===== src/rtl/switch_debounce.sv =====
// Per-bit two-flop synchronizer and hold-time debouncer for slide switches.
// Emits clean levels plus registered rise/fall/any_change strobes.
module switch_debounce #(
  parameter int WIDTH           = 4,
  parameter int DEBOUNCE_CYCLES = 1000000,
  parameter int CNT_W           = $clog2(DEBOUNCE_CYCLES)
) (
  input  logic             clk,
  input  logic             rst,
  input  logic [WIDTH-1:0] switches_raw,
  output logic [WIDTH-1:0] switches,
  output logic [WIDTH-1:0] rise,
  output logic [WIDTH-1:0] fall,
  output logic             any_change
);

  localparam logic [CNT_W-1:0] LAST = CNT_W'(DEBOUNCE_CYCLES - 1);

  logic [WIDTH-1:0] sync1;
  logic [WIDTH-1:0] sync2;
  logic [WIDTH-1:0] stable;
  logic [WIDTH-1:0] differ;
  logic [WIDTH-1:0] upd;
  logic [CNT_W-1:0] cnt [WIDTH];

  always_comb begin
    differ = sync2 ^ stable;
    upd    = '0;
    for (int i = 0; i < WIDTH; i++) begin
      upd[i] = differ[i] && (cnt[i] == LAST);
    end
  end

  always_ff @(posedge clk) begin
    if (rst) begin
      sync1      <= '0;
      sync2      <= '0;
      stable     <= '0;
      rise       <= '0;
      fall       <= '0;
      any_change <= 1'b0;
      for (int i = 0; i < WIDTH; i++) begin
        cnt[i] <= '0;
      end
    end else begin
      sync1      <= switches_raw;
      sync2      <= sync1;
      stable     <= stable ^ upd;
      rise       <= upd & sync2;
      fall       <= upd & ~sync2;
      any_change <= |upd;
      // a return to the stable level restarts the hold window
      for (int i = 0; i < WIDTH; i++) begin
        if (!differ[i] || upd[i]) begin
          cnt[i] <= '0;
        end else begin
          cnt[i] <= cnt[i] + 1'b1;
        end
      end
    end
  end

  assign switches = stable;

endmodule


===== config.mk =====
export PLATFORM = sky130hd
export DESIGN_NAME = switch_debounce
export DESIGN_NICKNAME = d
export VERILOG_FILES = /design/src/rtl/switch_debounce.sv
export SDC_FILE = /design/constraint.sdc
export NUM_CORES = 1
export LEC_CHECK = 0
export CORE_UTILIZATION = 25
export CTS_CLUSTER_DIAMETER = 150
export DETAILED_ROUTE_END_ITERATION = 7
export GPL_ROUTABILITY_DRIVEN = 0
export HOLD_SLACK_MARGIN = 0.15
export PLACE_DENSITY = 0.41
export SYNTH_ARGS = -nofsm -noshare
export SYNTH_HDL_FRONTEND = slang
export SYNTH_SLANG_ARGS = --single-unit

===== constraint.sdc =====
create_clock -name clk -period 2.9 [get_ports clk]
set_input_delay 0.29 -clock clk [delete_from_list [all_inputs] [get_ports clk]]
set_output_delay 0.29 -clock clk [all_outputs]
set_load 0.01 [all_outputs]

==> summary by stage <==
Status
The flow ran to the end, and the final reports show no timing, DRC or antenna violations.

Final layout
The number of antenna diodes in the final layout is 0. The number of fillers in the final layout is 2022. The layout net count is 596.

Compared with the post-synthesis result, the final layout area differs by 21.73%. The share of final-layout standard cells stronger than drive strength 1 is 0.04399.

CTS
The buffer cell driving the clock tree root is sky130_fd_sc_hd__clkbuf_16. The tree built by TritonCTS fans out to 101 sinks. The post-cts hold buffer count is 0. The clock slew seen by the registers of the worst setup and hold paths is 70 ps. The maximum buffer depth of the clock tree is 2. The CTS tree is yes. The number of gates resized after cts is 0. The number of post-CTS setup repair buffers is 0. CTS built an H-tree with a depth of 3.

The later pin in the worst-skew pair is clocked with a latency of 340 ps. Buffers inserted during clock tree synthesis total 9.

Power
The relative contribution of sequential cells to total power is 0.531. Of the total power, the clock network draws 0.432. The power per cell area is 506.8 nW/um2.

The design internal power is 2.500 mW. The net switching fraction of the power is 0.2063. The switching component of the power is 0.6498 mW. The total power of the final layout is 3.150 mW.

VDD sags by at most 0.2448 mV. The analysis attributes to cell leakage a power of 2.046 nW. Of the total power, combinational logic draws 0.038.

Routing
The count of vias placed by the detailed router is 3709. The routed length per instance is 11.76 um. The first TritonRoute pass finished after 5 iterations. After detailed routing, the number of remaining DRC violations is 0.

The count of antenna-violating nets left after detailed routing is 0. The number of DRC markers in iteration 0 is 175. The final wirelength is 10070 um. The routed via count divided by cell count is 4.333.

Timing
Setup repair after global routing left no endpoint under its margin. The timing-limited maximum frequency is 413.7 MHz. The final-report max-slew violation count was 0. Setup total negative slack on the finished layout was measured at 0 ps.

The setup clock skew after layout is 5.094 ps. The worst pin sits at a relative slew slack of 0.6031. The number of setup violations in the final report is 0. The final hold violation count was 0. After layout, the minimum clock period comes to 2417 ps. The transition at the pin with the smallest max-transition slack is 589.9 ps. The fraction of the cycle the final worst path needs is 0.8336.

Global route
For met2 alone, demand over resource in global routing was 0.1635. The initial antenna violation count is 0. The combined global-route utilization of all metal layers is 0.1030. The global-route layer with the greatest usage is met2. Entering global routing, the biggest net connects 20 pins. The overflow left after global routing is 0. The first global-routing pass estimated 17370 um of wire. For this run, global-route usage on met1 was measured as 0.1334. The met3 layer usage reported by global route is 0.02264. The number of global-route vias before repair is 3612.

Synth
The share of flip-flops with an asynchronous set or reset is 0. The synthesized netlist occupies a cell area of 5106 um2. The share of Yosys cell area claimed by the top area cell type is 0.4705. By area the synthesized netlist is led by sky130_fd_sc_hd__edfxtp_1, sky130_fd_sc_hd__dfxtp_1, sky130_fd_sc_hd__nor2_1. In this run, synthesis produced a sequential element count of 101.

Dividing the synthesized area by the synthesized cell count gives 10.51 um2. The number of instances in the synthesized netlist is 486. By count the netlist is led by sky130_fd_sc_hd__edfxtp_1, sky130_fd_sc_hd__nor2_1, sky130_fd_sc_hd__nand3_1. The cell type contributing the most total cell area after synthesis is sky130_fd_sc_hd__edfxtp_1. The share of the yosys chip area belonging to registers is 0.5528. The synthesized design contains 80 enable-type register cells. The Yosys step of the flow raised 0 warnings. Among all cell types in the netlist, the one instantiated most often is sky130_fd_sc_hd__edfxtp_1. Synthesis instantiated 38 different standard cells from the library. In the synthesized netlist the dominant register cell turns out to be sky130_fd_sc_hd__edfxtp_1.

Placed design
In this run the tool buffered the top-level ports with 18 buffer cells. The wire-length estimate of the detail-placed layout is 7270 um.

Setup path
The arrival time at the worst endpoint is 2490 ps. The worst register-to-register path begins at cnt[2][12]. In this run the critical register-to-register path is captured at cnt[2][11].

STA classifies the critical path endpoint as a register. The origin of the worst setup path is cnt[2][12]. The setup check on the worst reg-to-reg path leaves a slack of 480 ps. The end point of the critical path is cnt[2][11]. The category of the worst setup path launch point is a register. The data required time at the worst endpoint is 2970 ps. The type of the setup path with the least slack is reg -> reg. The number of cells on the worst reg-to-reg path is 4. The maximum fanout count along the critical path is 19.

Floorplanning
The number of top-level pins is 19. The die area is 21000 um2. The floorplan step defined a core boundary enclosing 19720 um2. The number of rows in the core area is 51.

The horizontal extent of the die is 144.9 um. The effective utilization at floorplan is 0.2590. Measured along the y axis, the die boundary spans 144.9 um.

Job
The tool flagged a number of max-cap violations equal to 0.

Hold path
The path class of the tightest hold or removal check is reg -> reg.
layout make-up:
| cell class | instances | area, um2 | share of cell area |
|---|---|---|---|
| inverter | 13 | 48.80 | 0.007850 |
| sequential | 101 | 2823 | 0.4541 |
| clock inverter | 6 | 101.3 | 0.01630 |
| tap | 265 | 331.6 | 0.05334 |
| clock buffer | 10 | 229.0 | 0.03684 |
| timing repair buffer | 23 | 217.7 | 0.03502 |
| multi-input combinational | 438 | 2465 | 0.3965 |
worst max-delay path, cell delays in order, from the launching register on:
cell and delay [ps]:
sky130_fd_sc_hd__edfxtp_1 460, sky130_fd_sc_hd__or4b_1 560, sky130_fd_sc_hd__or4_4 570, sky130_fd_sc_hd__o21ai_4 450
sky130_fd_sc_hd__nor2_1 110
worst min-delay path by stage:
| stage | startpoint | slack (ps) | cells after the start | to |
|---|---|---|---|---|
| after CTS | sync1[3] | 440 | 1 | sync2[3] |
| final | sync1[3] | 440 | 1 | sync2[3] |
| after detailed placement | sync1[3] | 430 | 1 | sync2[3] |
| after global placement | sync1[3] | 420 | 1 | sync2[3] |
| after global routing | sync1[2] | 470 | 1 | sync2[2] |
| after floorplan | sync1[0] | 410 | 1 | sync2[0] |
placed cells by master, fill, tap and decap left out, drive strengths merged, types with 3 or more instances in the layout:
| cell type | Yosys | layout |
|---|---|---|
| a21oi | 27 | 27 |
| and2 | 4 | 4 |
| and3 | 10 | 10 |
| and4 | 8 | 8 |
| buf | 4 | 5 |
| bufinv | 0 | 3 |
| clkbuf | 9 | 10 |
| clkdlybuf4s50 | 0 | 18 |
| clkinv | 0 | 3 |
| conb | 1 | 80 |
| dfxtp | 21 | 21 |
| edfxtp | 80 | 80 |
| ha | 4 | 4 |
| inv | 13 | 13 |
| nand2 | 25 | 25 |
| nand3 | 34 | 34 |
| nand4 | 19 | 19 |
| nor2 | 69 | 69 |
| nor2b | 9 | 9 |
| nor3 | 8 | 8 |
| nor4 | 9 | 9 |
| nor4b | 6 | 6 |
| o21ai | 25 | 25 |
| o31ai | 5 | 5 |
| or3 | 19 | 19 |
| or4 | 10 | 10 |
| or4b | 3 | 3 |
| xnor2 | 29 | 29 |
| xor2 | 24 | 24 |
power by group through the flow:
stage / registers [mW] / clock network [mW] / logic [mW]
2_1_floorplan: 1.69 / 0 / 0.0927
3_3_place_gp: 1.70 / 0 / 0.117
3_5_place_dp: 1.70 / 0 / 0.116
4_1_cts: 1.67 / 1.42 / 0.118
5_1_grt: 1.68 / 1.46 / 0.139
6_report: 1.67 / 1.36 / 0.118
per-layer routing:
layer | vias to the layer above | part of all wire
met5 | - | 0
met4 | 0 | 0.017
met3 | 13 | 0.032
met2 | 51 | 0.45
met1 | 1735 | 0.50
li1 | 1910 | -
stage by stage:
step | instances | utilization | instance area (um2) | setup slack (ps) | hold WS (ps)
finish | 856 | 0.3152 | 6216 | 482.7 | 438.6
global route | 856 | 0.3152 | 6216 | 332.7 | 466.8
CTS | 856 | 0.3152 | 6216 | 443.0 | 442.9
detailed placement | 840 | 0.2985 | 5886 | 452.6 | 426.5
global placement | 840 | 0.2985 | 5886 | 505.0 | 417.8
floorplan | 565 | - | 5403 | 703.7 | 413.8
sequential cells by signal, indices dropped and copies added (netlist names), named ones only:
signal	cells
sync2	4
any_change	1
sync1	4
cnt	80
fall	4
rise	4
logic make-up after synthesis:
family                     Yosys count  share of synthesized area
adders and majority gates            4                   0.009802
xor gates and xnor gates            53                    0.09091
other                                1                  0.0007344
buffers and inverters               26                    0.02254
AOI/OAI and AO/OA                   59                    0.06616
and+or+nand+nor                    242                     0.2570
DFF                                101                     0.5528
Power figures use the tool's default switching activity.
